===== src/rtl/bit_serial_alu_seq.sv =====
// bit_serial_alu_seq: drives an external 1-bit ALU slice LSB first to perform WIDTH-bit operations with carry/zero/overflow flags
module bit_serial_alu_seq #(
  parameter int WIDTH = 8
) (
  input  logic             clk,
  input  logic             rst,
  input  logic             start,
  input  logic [2:0]       op,
  input  logic [WIDTH-1:0] a_in,
  input  logic [WIDTH-1:0] b_in,
  output logic             busy,
  output logic             done,
  output logic [WIDTH-1:0] result,
  output logic             carry,
  output logic             zero,
  output logic             overflow,
  output logic             alu_a,
  output logic             alu_b,
  output logic             alu_cin,
  output logic [2:0]       alu_op,
  input  logic             alu_result,
  input  logic             alu_cout
);
  localparam int IW = $clog2(WIDTH);
  localparam logic [1:0] IDLE = 2'd0, RUN = 2'd1, DONE = 2'd2;
  logic [1:0]       state;
  logic [IW-1:0]    idx;
  logic [WIDTH-1:0] a_q, b_q, acc, nxt;
  logic [2:0]       op_q;
  logic             cy, arith, last;
  assign arith   = op_q == 3'd2 || op_q == 3'd3;
  assign last    = idx == IW'(WIDTH - 1);
  assign busy    = state == RUN;
  assign done    = state == DONE;
  assign alu_a   = busy & a_q[idx];
  assign alu_b   = busy & b_q[idx];
  assign alu_cin = busy & arith & cy;
  assign alu_op  = op_q;
  always_comb begin
    nxt      = acc;
    nxt[idx] = alu_result;
  end
  // On the last bit cy still holds the carry into the MSB, which is what overflow needs
  always_ff @(posedge clk or posedge rst) begin
    if (rst) begin
      state    <= IDLE;
      idx      <= '0;
      a_q      <= '0;
      b_q      <= '0;
      op_q     <= '0;
      cy       <= 1'b0;
      acc      <= '0;
      result   <= '0;
      carry    <= 1'b0;
      zero     <= 1'b0;
      overflow <= 1'b0;
    end else if (state == IDLE && start) begin
      a_q   <= a_in;
      b_q   <= b_in;
      op_q  <= op;
      cy    <= op == 3'd3;
      idx   <= '0;
      state <= RUN;
    end else if (busy) begin
      acc <= nxt;
      idx <= idx + IW'(1);
      if (arith) cy <= alu_cout;
      if (last) begin
        state    <= DONE;
        result   <= nxt;
        zero     <= ~|nxt;
        carry    <= arith & alu_cout;
        overflow <= arith & (cy ^ alu_cout);
      end
    end else if (done) begin
      state <= IDLE;
    end
  end
endmodule


===== config.mk =====
export PLATFORM = sky130hd
export DESIGN_NAME = bit_serial_alu_seq
export DESIGN_NICKNAME = d
export VERILOG_FILES = /design/src/rtl/bit_serial_alu_seq.sv
export SDC_FILE = /design/constraint.sdc
export NUM_CORES = 1
export LEC_CHECK = 0
export BUFFER_PORTS_ARGS = -buffer_cell sky130_fd_sc_hd__buf_2
export CAP_MARGIN = 5
export CORE_UTILIZATION = 30
export CTS_CLUSTER_SIZE = 28
export DETAILED_ROUTE_END_ITERATION = 10
export PLACE_DENSITY = 0.48
export SYNTH_ARGS = -nofsm -noshare
export SYNTH_HDL_FRONTEND = slang
export SYNTH_SLANG_ARGS = --single-unit

===== constraint.sdc =====
create_clock -name clk -period 3.8 [get_ports clk]
set_input_delay 0.76 -clock clk [delete_from_list [all_inputs] [get_ports clk]]
set_output_delay 0.76 -clock clk [all_outputs]
set_load 0.1 [all_outputs]

Word level (Yosys, flattened, before mapping)
Cells that the tools add are included.
- logic and storage cells: 58
- flip-flop bits (word level): 44
- input bits: 24
- output and inout port bits: 19
- add/sub/neg operators: 1
- equality and inequality tests: 7
- muxes and demuxes: 16
- order comparisons: 2
- bitwise operators: 8
- reduce and logical (&&, ||, !) cells: 13
- operators with widths (operator ; number):
    3-bit by 2-bit == test with 1-bit output, second input constant ; 3
    8-bit bitwise mux ; 1
    2-bit 2-to-1 mux ; 4
    8-bit OR reduction ; 1
    1-bit bitwise AND ; 6
    1-bit binary-select mux with 3-bit select ; 2
    1-bit 2-to-1 mux ; 6
    3-bit 2-to-1 mux ; 2
    2-bit AND reduction ; 3
    3-bit by 4-bit < comparator with 1-bit output, second input constant ; 1
    2-bit nonzero test ; 2
    3-bit by 1-bit adder with 3-bit output, second input constant ; 1
    1-bit demux with 3-bit select ; 1
    3-bit == test, second input constant ; 1
    3-bit by 1-bit >= comparator with 1-bit output, second input constant ; 1
    3-bit by 1-bit != test with 1-bit output, second input constant ; 1
    3-bit AND reduction ; 1
    3-bit nonzero test ; 1
    2-bit by 1-bit == test with 1-bit output, second input constant ; 1
    2-bit == test, second input constant ; 1
    1-bit logical AND ; 2
    2-bit logical NOT ; 1
    1-bit logical NOT ; 1
    1-bit logical OR ; 1
    other kinds (2) ; 2

Depth between registers and ports, before layout
Gate-level depths: netlist of run 1.
- depth in word-level cells: 7
- depth in mapped cells: 7
- depth with buffers taken out: 6

Worst setup path after synthesis of run 1
OpenSTA, ideal clock, no wires.
- kind: flip-flop to output port
- start point: register state[1]
- end point: output alu_a
- arrival time: 2993 ps
- path slack: 47 ps
- buffers on the path: 0
- data required time: 3040 ps
- stages on the path, launching flop included: 5
- cell sequence: dfrtp_1 -> inv_1 -> ha_1 -> inv_1 -> a21oi_1
- longest elaborated chain between the ends: 2
- RTL lines (what ; line ; source):
    start: declaration ; 26 ; logic [1:0] state;
    start signal: assignment ; 46 ; state <= IDLE;
    start signal: assignment ; 63 ; state <= RUN;
    start signal: assignment ; 69 ; state <= DONE;
    2-bit by 1-bit == test with 1-bit output ; 33 ; assign busy = state == RUN;
    named net busy ; 11 ; output logic busy,
    1-bit bitwise AND ; 35 ; assign alu_a = busy & a_q[idx];
    end: declaration ; 17 ; output logic alu_a,
The timed path passes the listed nets, and every way through them passes these cells.

Worst setup path after layout of run 1
- start point: register idx[1]
- end point: output alu_a
- longest elaborated chain between the ends: 3
- RTL lines (what ; line ; source):
    start: declaration ; 27 ; logic [IW-1:0] idx;
    start signal: assignment ; 66 ; idx <= idx + IW'(1);
    1-bit binary-select mux with 3-bit select ; 35 ;
    1-bit 2-to-1 mux (implied by the code) ; 35 ;
    1-bit bitwise AND ; 35 ;
No other way between the ends. The select of a mux whose other input is x is not followed.

==> impl_metrics.csv, run 1 <==
group,metric,value,unit
floorplanning,ioPinCount,43,
setup_path,critical_path.startpoint_type,"register",
place,gp_congestion,0.7753,
setup_path,critical_path.max_fanout,24,
layout,fillCellCount,723,
hold_path,hold_path_class,"reg -> reg",
setup_path,criticalPathCategory,"reg -> out",
timing,clock-skew-final,0.005642,ns
pwr,internal_power,641.1,µW
pwr,static-leakage-power,0.001287,µW
timing,clock.fmax,0.3256,GHz
global_routing,global_route.overflow_total,0,
floorplanning,initial_utilization,31.80,%
layout,finalNetCount,309,
global_routing,grt_max_degree,29,
clock_network,cts-htree-levels,2,
yosys,synthFlopType,"dfrtp_1",
pwr,share_clk_of_total_power,39.2,%
floorplanning,design.die.area,0.007708,mm²
yosys,synth_enable_flop_cells,0,
clock_network,clk_root_buffer_cell,"clkbuf_8",
place,place.port_buffers,42,
layout,post_layout_nonfiller_instances,376,
clock_network,post_cts_buffers,0,
timing,report.final.slew_viol_count,0,
route,routed_len_inst,12.56,µm
clock_network,worst_skew_pair.late_latency,0.30,ns
global_routing,antenna_found_initial,0,
timing,timing.final.crit_period,3.071,ns
layout,post_route_cells_drive_above_1_share,20.36,%
clock_network,hold_buffers,0,
clock_network,cts_buffer_depth,2,
floorplanning,floorplan.core_area,0.006944,mm²
clock_network,clock_tree_from_tritoncts,"yes",
setup_path,crit_arrival,2.31,ns
setup_path,cp-end-kind,"output port",
pwr,power_density,316.8,mW/mm²
pwr,net_switching_power,174.7,µW
yosys,synth.yosys.warnings,0,
timing,setup_viol,0,
route,drtPass1Iterations,4,
pwr,power_switching_share,21.41,%
timing,setup_total_negative_slack,0,ns
floorplanning,rows,30,
timing,finalHoldViolations,0,
floorplanning,die_h,87.80,µm
yosys,synthesis.area,0.002208,mm²
route,detailroute.via_count,1699,
global_routing,first_pass_grt_wire_length,7.741,mm
pwr,sequentialPowerShare,57.5,%
global_routing,grt.total_usage,13.43,%
job,max_cap_violations,0,
floorplanning,chipWidth,87.80,µm
route,postRouteAntennaNets,0,
yosys,async_flop_share,100.0,%
yosys,synth-seq-area-share,49.86,%
layout,antenna_cells_inserted,0,
route,routed_wl,4.724,mm
yosys,mappedNetlistNets,272,
timing,layout_worst_path_cycle_share,80.83,%
global_routing,via_count_of_the_first_global_routing_pass,1541,
yosys,post_synth.cell_area_avg,9.088,µm²
place,numPlacedInstances,369,
layout,flow.area_growth_from_synthesis,16.60,%
yosys,post_synth_inst_count,243,
yosys,synth.distinct_cells,39,
outcome,run_status,"finished clean",
yosys,synth.ff_latch_count,44,
clock_network,cts_num_sinks,44,
clock_network,clkTransAtPathRegs,0.08,ns
route,first_iter_violations,59,
pwr,logic_pwr_share,3.4,%
clock_network,cts-resized-gates,0,
pwr,irDropWorstVdd,137.2,µV
clock_network,tritoncts_buffers,5,
setup_path,timing.critical_path.required,3.04,ns
route,drc,0,
place,place.detailed.hpwl,3.273,mm
timing,maxSlewHeadroom,29.28,%
route,route.detailed.vias_per_inst,4.519,
timing,worst-slew-pin-transition,1.054,ns
timing,grt_setup_unrepaired,"no",
==> worst max-delay path: stages (launching register included) <==
cell and delay [ns]:
dfrtp_1 0.85, mux2_2 0.41, a221o_1 0.29, o21ai_0 0.07
a21oi_1 0.09, buf_2 0.29
==> cells by family after synthesis <==
| kind of cell | synth area share, % |
|---|---|
| AND/OR/NAND/NOR | 22.27 |
| buffers and inverters | 4.589 |
| multiplexers | 7.139 |
| XOR/XNOR | 0.7933 |
| flip-flops | 49.86 |
| adder cells (fa/ha/maj) | 2.833 |
| AO/OA/AOI/OAI | 12.52 |
==> stage by stage <==
step | setup WS, ns | total power, µW | area [µm²] | hold WS, ns | util (%)
global route | 0.5253 | 848.2 | 2575 | 0.5093 | 37.08
finish | 0.7285 | 815.8 | 2575 | 0.4768 | 37.08
global placement | 1.079 | 506.7 | 2479 | 0.4580 | 35.69
floorplan | 0.04712 | 489.5 | 2208 | 0.4374 | -
CTS | 0.6891 | 827.0 | 2575 | 0.4806 | 37.08
detailed placement | 1.032 | 506.7 | 2479 | 0.4606 | 35.69
==> Yosys cell counts, drive strengths merged (2+ instances only) <==
library cell | count | area share [%]
nand3 | 3 | 0.68
nor3 | 3 | 0.68
nor3b | 2 | 0.68
a21oi | 8 | 1.8
o2bb2ai | 2 | 0.79
nand2b | 2 | 0.57
a211oi | 4 | 1.6
and3 | 3 | 0.85
nor2 | 14 | 2.4
nor2b | 2 | 0.57
o31a | 2 | 0.79
buf | 7 | 2.2
inv | 7 | 1.2
o31ai | 6 | 2.0
mux2 | 3 | 1.5
nand3b | 3 | 1.6
dfrtp | 44 | 50
mux2i | 12 | 5.6
clkbuf | 7 | 1.2
nand2 | 77 | 13
ha | 5 | 2.8
o21ai | 16 | 3.6
==> flip-flops by register name, summed over array words and instances (netlist names) <==
register / flops
a_q: 8
acc: 8
alu_op: 3
b_q: 8
carry: 1
cy: 1
idx: 3
overflow: 1
result: 8
state: 2
zero: 1
==> worst paths after layout <==
kind                                 from         to  slack (ns)  cells past startpoint
worst min-delay path            result[1]  result[1]        0.48                      2
worst max register to register     idx[1]       zero        1.24                      6
worst max-delay path               idx[1]      alu_a        0.73                      5
max in group asynchronous             rst     b_q[0]        2.50                      3
min in group asynchronous             rst         cy        0.58                      2
worst min register to register  result[1]  result[1]        0.48                      2
==> layout by cell type (no fill, tap or decap), types with 3 or more instances in the layout <==
master,instances
buf_2,42
clkbuf_8,7
mux2i_1,11
o21ai_0,15
nor3_1,3
dfrtp_1,44
a211oi_1,3
a21oi_1,8
inv_1,6
mux2_2,3
nor2_1,14
nand3_1,3
ha_1,5
nand2_1,77
and3_1,3
o31ai_1,6
==> final cells by class <==
type	count	area, µm²	share of cell area [%]
clock buffers	7	96.34	3.741
inverters	7	26.28	1.020
multi-input cells	178	1006	39.07
flip-flops and latches	44	1101	42.76
well taps	96	120.1	4.665
repair buffers	44	225.2	8.746
==> power groups by stage <==
stage,registers (µW),logic [µW],clock network (µW)
6_report,469,27.6,320
3_5_place_dp,478,28.6,0
4_1_cts,469,28.6,330
5_1_grt,469,31.7,348
2_1_floorplan,478,11.5,0
3_3_place_gp,478,28.6,0
==> per-layer routing <==
layer,routed length (µm),vias to the layer above,GRT usage (%)
li1,-,889,-
met2,2043,38,18.60
met3,181,2,4.336
met5,0,-,0
met4,27,0,4.024
met1,2472,770,19.79
No activity file was read; power rests on OpenSTA's default activity.
==> run 2, diff against run 1 <==
ABC_AREA = 1   (was not set)
clock period = 3 ns   (was 3.8 ns; I/O delays follow)
==> run 2 against run 1 <==
Against the previous run: cell count is 5.6% higher; clock skew is 0.0027 ns lower; count of clock-buffer cells in the layout is 1 lower; largest cell class unchanged; via count is 0.53% higher; register-to-register slack worse by 0.26 ns; cell area is 1.8% lower; synthesized cell count is 6.6% higher.
==> impl_metrics.csv, run 2 <==
group,metric,value,unit
route,detailroute.via_count,1708,
clock_network,tritoncts_buffers,5,
place,numPlacedInstances,389,
global_routing,grt_max_degree,28,
setup_path,cp-end-kind,"output port",
clock_network,clkTransAtPathRegs,0.08,ns
timing,finalHoldViolations,0,
clock_network,cts_buffer_depth,2,
setup_path,reg2reg_slack,0.98,ns
route,drtPass1Iterations,4,
global_routing,antenna_found_initial,0,
yosys,compound_gate_portion_of_the_synthesized_area,12.15,%
place,place.detailed.hpwl,3.381,mm
floorplanning,initial_utilization,31.36,%
clock_network,cts_num_sinks,44,
floorplanning,design.die.area,0.007482,mm²
setup_path,crit_arrival,2.11,ns
setup_path,crit_start,"idx[0]",
clock_network,cts-htree-levels,2,
pwr,power_density,1199,mW/mm²
yosys,post_synth_inst_count,259,
layout,antenna_cells_inserted,0,
timing,layout_worst_path_cycle_share,90.47,%
yosys,post_synth_xor_area_fraction,0.4089,%
layout,mostFrequentLayoutCell,"nand2_1",
floorplanning,die_h,86.50,µm
pwr,static-leakage-power,0.001262,µW
global_routing,first_pass_grt_wire_length,8.079,mm
yosys,synth_enable_flop_cells,0,
yosys,post_synth_and_or_nand_nor_area_fraction,24.24,%
timing,worst-slew-pin-transition,0.7203,ns
route,route.detailed.vias_per_inst,4.302,
timing,setup_total_negative_slack,0,ns
floorplanning,ioPinCount,43,
layout,post_layout_nonfiller_instances,397,
global_routing,grt.total_usage,14.02,%
timing,setup_viol,0,
yosys,synth_fa_ha_area_share,2.921,%
setup_path,timing.critical_path.required,2.40,ns
job,max_cap_violations,0,
clock_network,worst_skew_pair.late_latency,0.29,ns
yosys,yosys.area.top_type,"dfrtp_1",
clock_network,hold_buffers,0,
clock_network,cts-resized-gates,0,
route,first_iter_violations,78,
timing,maxSlewHeadroom,51.98,%
yosys,synth.top_cell.area_share,51.40,%
yosys,synthTopCellsByCount,"94 x nand2_1, 44 x dfrtp_1, 36 x o21ai_1",
route,drc,0,
setup_path,worstSetupEndpoint,"alu_a",
route,postRouteAntennaNets,0,
clock_network,post_cts_buffers,0,
setup_path,critical_path.startpoint_type,"register",
layout,flow.area_growth_from_synthesis,18.05,%
yosys,synthesis.area,0.002142,mm²
yosys,synth.ff_latch_count,44,
yosys,synth-seq-area-share,51.40,%
floorplanning,chipWidth,86.50,µm
yosys,post_synth.cell_area_avg,8.270,µm²
setup_path,worstReg2RegEnd,"zero",
timing,timing.final.crit_period,2.714,ns
route,routed_wl,4.565,mm
yosys,synth.yosys.warnings,0,
setup_path,criticalPathCategory,"reg -> out",
hold_path,hold_path_class,"in -> async",
floorplanning,floorplan.core_area,0.006832,mm²
yosys,synthFlopType,"dfrtp_1",
clock_network,clk_root_buffer_cell,"clkbuf_8",
layout,layout.area.seq,0.001101,mm²
clock_network,clock_tree_from_tritoncts,"yes",
pwr,irDropWorstVdd,417.5,µV
outcome,run_status,"finished clean",
yosys,yosysMostFrequentCell,"nand2_1",
route,routed_len_inst,11.50,µm
place,place.port_buffers,42,
timing,clock-skew-final,0.002950,ns
timing,clock.fmax,0.3684,GHz
yosys,synthMuxAreaShare,0,%
layout,multi_input_comb_area,862.1,µm²
timing,grt_setup_unrepaired,"no",
layout,post_route_cells_drive_above_1_share,22.26,%
place,gp_congestion,0.7584,
yosys,mappedNetlistNets,288,
global_routing,global_route.overflow_total,0,
setup_path,crit-reg2reg-launch,"idx[0]",
floorplanning,rows,30,
timing,report.final.slew_viol_count,0,
yosys,yosys-top-cells-area,"dfrtp_1 51%, nand2_1 16%, o21ai_1 8.4%",
layout,finalNetCount,329,
global_routing,via_count_of_the_first_global_routing_pass,1699,
yosys,synth_top_family_by_area,"simple AND/OR/NAND/NOR gates",
yosys,synth.distinct_cells,30,
yosys,async_flop_share,100.0,%
setup_path,worst-r2r-cell-count,8,
setup_path,critical_path.max_fanout,20,
layout,highest_count_cells_in_the_layout_ignoring_fill_and_taps,"94 x nand2_1, 44 x dfrtp_1, 42 x buf_2",
layout,fillCellCount,769,
run 2: cell count changes after synthesis, moves of 5 or more:
cell / before / now
o31ai_1: 6 / 0
clkbuf_1: 7 / 1
o21ai_0: 15 / 4
inv_1: 7 / 20
mux2i_1: 11 / 0
o21ai_1: 1 / 36
a21oi_1: 8 / 3
nor2_1: 14 / 7
nand3_1: 3 / 11
nand2_1: 77 / 94
run 2: layout make-up:
class	instances	share of cell area [%]
well taps	96	4.750
clock buffers	6	2.870
clock inverters	2	1.385
flip-flops and latches	44	43.54
repair buffers	45	9.203
multi-input cells	178	34.09
inverters	26	4.156
run 2: logic make-up (layout without fill, tap and decap cells):
logic type,after synthesis,count (layout)
adders and majority gates,5,5
buffers and inverters,37,79
AOI/OAI and AO/OA,49,49
and+or+nand+nor,123,123
xor gates and xnor gates,1,1
DFF,44,44
run 2: worst max-delay path: stages (launching register included):
cell	delay (ns)
dfrtp_1	0.82
nand3_2	0.19
o22ai_1	0.19
nor2_1	0.07
a21oi_2	0.11
buf_2	0.44
run 2: metrics by stage:
stage               total power (µW)  setup WS [ns]  instance area (µm²)  util [%]  hold slack [ns]
global route                    3283        0.05672                 2529     37.01           0.3414
CTS                             3081         0.2797                 2529     37.01           0.3197
detailed placement              2621         0.6182                 2421     35.44           0.4657
global placement                2607         0.6325                 2421     35.44           0.4611
floorplan                       2372        -0.2389                 2153         -           0.4487
finish                          3033         0.2859                 2529     37.01           0.3067
run 2: how the worst min path moves through the flow:
stage,cells past startpoint,startpoint,slack [ns],to
floorplan,2,a_q[7],0.45,a_q[7]
global placement,2,alu_op[0],0.46,alu_op[0]
detailed placement,2,alu_op[0],0.47,alu_op[0]
CTS,2,rst,0.32,carry
global route,2,rst,0.34,carry
finish,2,rst,0.31,overflow
run 2: metal layers:
metal	wire (µm)	track usage, %	up-vias
met5	0	0	-
met4	24	4.545	0
met3	189	3.619	2
met2	2084	22.15	32
met1	2267	18.81	756
li1	-	-	918
run 2: power breakdown:
group	internal [µW]	switching [µW]
logic	357	1220
clock network	247	199
registers	830	176
==> run 3, diff against run 2 <==
CTS_BUF_LIST = sky130_fd_sc_hd__clkbuf_4 sky130_fd_sc_hd__clkbuf_8   (was not set)
==> run 3 against run 2 <==
Against the previous run: critical endpoint unchanged; highest routed layer unchanged; fmax about the same; worst hold slack hardly changed; first-iteration DRC count down 5.1%; clock power increased by 2%; flip-flop and latch count is the same.
==> impl_metrics.csv, run 3 (synthesized netlist as in run 2, its figures left out) <==
group,metric,value,unit
outcome,run_status,"finished clean",
global_routing,first_pass_grt_wire_length,8.066,mm
clock_network,worst_skew_pair.late_latency,0.29,ns
clock_network,cts-resized-gates,0,
route,first_iter_violations,74,
floorplanning,chipWidth,86.50,µm
job,max_cap_violations,0,
floorplanning,ioPinCount,43,
setup_path,cpPeakStageDelay,0.81,ns
timing,finalHoldViolations,0,
layout,post_route_cells_drive_above_1_share,22.59,%
route,route.detailed.vias_per_inst,4.332,
setup_path,crit_path_cell_trace,"nand3_2, o22ai_1, nor2_1, a21oi_2, buf_2",
floorplanning,floorplan.core_area,0.006832,mm²
route,routed_len_inst,11.50,µm
clock_network,clk_root_buffer_cell,"clkbuf_8",
timing,layout_worst_path_cycle_share,90.52,%
layout,finalNetCount,329,
route,postRouteAntennaNets,0,
timing,report.final.slew_viol_count,0,
timing,hold-worst-slack,0.3064,ns
clock_network,cts_buffer_depth,2,
place,place_ws,0.6182,ns
place,place.port_buffers,42,
pwr,p_total,3043,µW
setup_path,criticalPathCategory,"reg -> out",
route,drc,0,
layout,flow.area_growth_from_synthesis,18.22,%
setup_path,critPathSlowestCell,"dfrtp_1",
timing,grt_setup_unrepaired,"no",
clock_network,clkTransAtPathRegs,0.08,ns
layout,mostFrequentLayoutCell,"nand2_1",
clock_network,cts_num_sinks,44,
setup_path,crit_family,"flip-flops",
layout,highest_count_cells_in_the_layout_ignoring_fill_and_taps,"94 x nand2_1, 44 x dfrtp_1, 42 x buf_2",
timing,clock.fmax,0.3682,GHz
pwr,static-leakage-power,0.001266,µW
hold_path,hold_path_class,"in -> async",
floorplanning,rows,30,
global_routing,global_route.overflow_total,0,
route,detailroute.via_count,1720,
clock_network,tritoncts_buffers,5,
place,place.detailed.hpwl,3.381,mm
timing,setup_viol,0,
global_routing,grt_max_degree,28,
route,wl_met3,200,µm
setup_path,cp-end-kind,"output port",
clock_network,cts-htree-levels,2,
pwr,power_density,1202,mW/mm²
pwr,irDropWorstVdd,417.5,µV
global_routing,antenna_found_initial,0,
clock_network,post_cts_buffers,0,
timing,worst-slew-pin-transition,0.7191,ns
route,drtPass1Iterations,4,
route,wl_met1,2.263,mm
timing,clock-skew-final,0.003546,ns
setup_path,crit_arrival,2.12,ns
route,routed_wl,4.564,mm
layout,fillCellCount,770,
setup_path,critical_path.max_fanout,20,
clock_network,hold_buffers,0,
floorplanning,design.die.area,0.007482,mm²
setup_path,timing.critical_path.buf_inv,1,
setup_path,critical_path.startpoint_type,"register",
route,routed.top_layer,"met4",
timing,maxSlewHeadroom,52.06,%
layout,antenna_cells_inserted,0,
place,gp_congestion,0.7584,
setup_path,timing.critical_path.required,2.40,ns
global_routing,grt.total_usage,14.02,%
floorplanning,initial_utilization,31.36,%
global_routing,via_count_of_the_first_global_routing_pass,1685,
clock_network,clock_tree_from_tritoncts,"yes",
route,met2_length,2.075,mm
timing,timing.final.crit_period,2.716,ns
floorplanning,die_h,86.50,µm
timing,setup_ws,0.2844,ns
[run 3: cell count changes in the layout (fill, tap and decap cells not counted)]
cell,before,now
clkbuf_4,0,1
clkbuf_1,1,0
[run 3: path summary, 6_finish.rpt]
path                       startpoint  cells past startpoint  slack (ns)  endpoint
max                            idx[0]                      5        0.28     alu_a
min                               rst                      2        0.31  overflow
max reg2reg                    idx[0]                      8        0.98      zero
min reg2reg                     carry                      2        0.48     carry
max in group asynchronous         rst                      3        1.96  state[1]
min in group clk                carry                      2        0.48     carry
[run 3: cell type report]
class	count	area (µm²)	share of cell area (%)
Sequential cell	44	1101	43.48
Multi-Input combinational cell	178	862.1	34.04
Timing Repair Buffer	45	232.7	9.190
Tap cell	96	120.1	4.743
Inverter	26	105.1	4.150
Clock buffer	6	76.32	3.014
Clock inverter	2	35.03	1.383
[run 3: power breakdown]
group | switching (µW) | total [µW] | leakage (µW) | internal, µW
sequential | 176 | 1010 | 0.000518 | 830
clock | 200 | 456 | 0.0000586 | 256
combinational | 1220 | 1580 | 0.000689 | 357
total | 1600 | 3040 | 0.00127 | 1440
[run 3: worst register-to-register path, cell delays in order, from the launching register on]
cell and delay (ns):
dfrtp_1 0.81, ha_1 0.27, ha_1 0.21, nand2_4 0.15
inv_1 0.15, nand3_1 0.11, nor2_1 0.12, nand3_1 0.08
nand2_1 0.06
[run 3: stage by stage]
| stage | area [µm²] | utilization [%] | cells | TNS [ns] |
|---|---|---|---|---|
| 6_report | 2532 | 37.07 | 397 | 0 |
| 5_1_grt | 2532 | 37.07 | 397 | 0 |
| 3_5_place_dp | 2421 | 35.44 | 389 | 0 |
| 4_1_cts | 2532 | 37.07 | 397 | 0 |
| 3_3_place_gp | 2421 | 35.44 | 389 | 0 |
| 2_1_floorplan | 2153 | - | 259 | -0.4779 |
[run 3: layer usage]
layer	GRT usage [%]	vias to the layer above
met3	3.619	2
met1	19.06	765
met4	4.545	0
li1	-	919
met5	0	-
met2	21.86	34
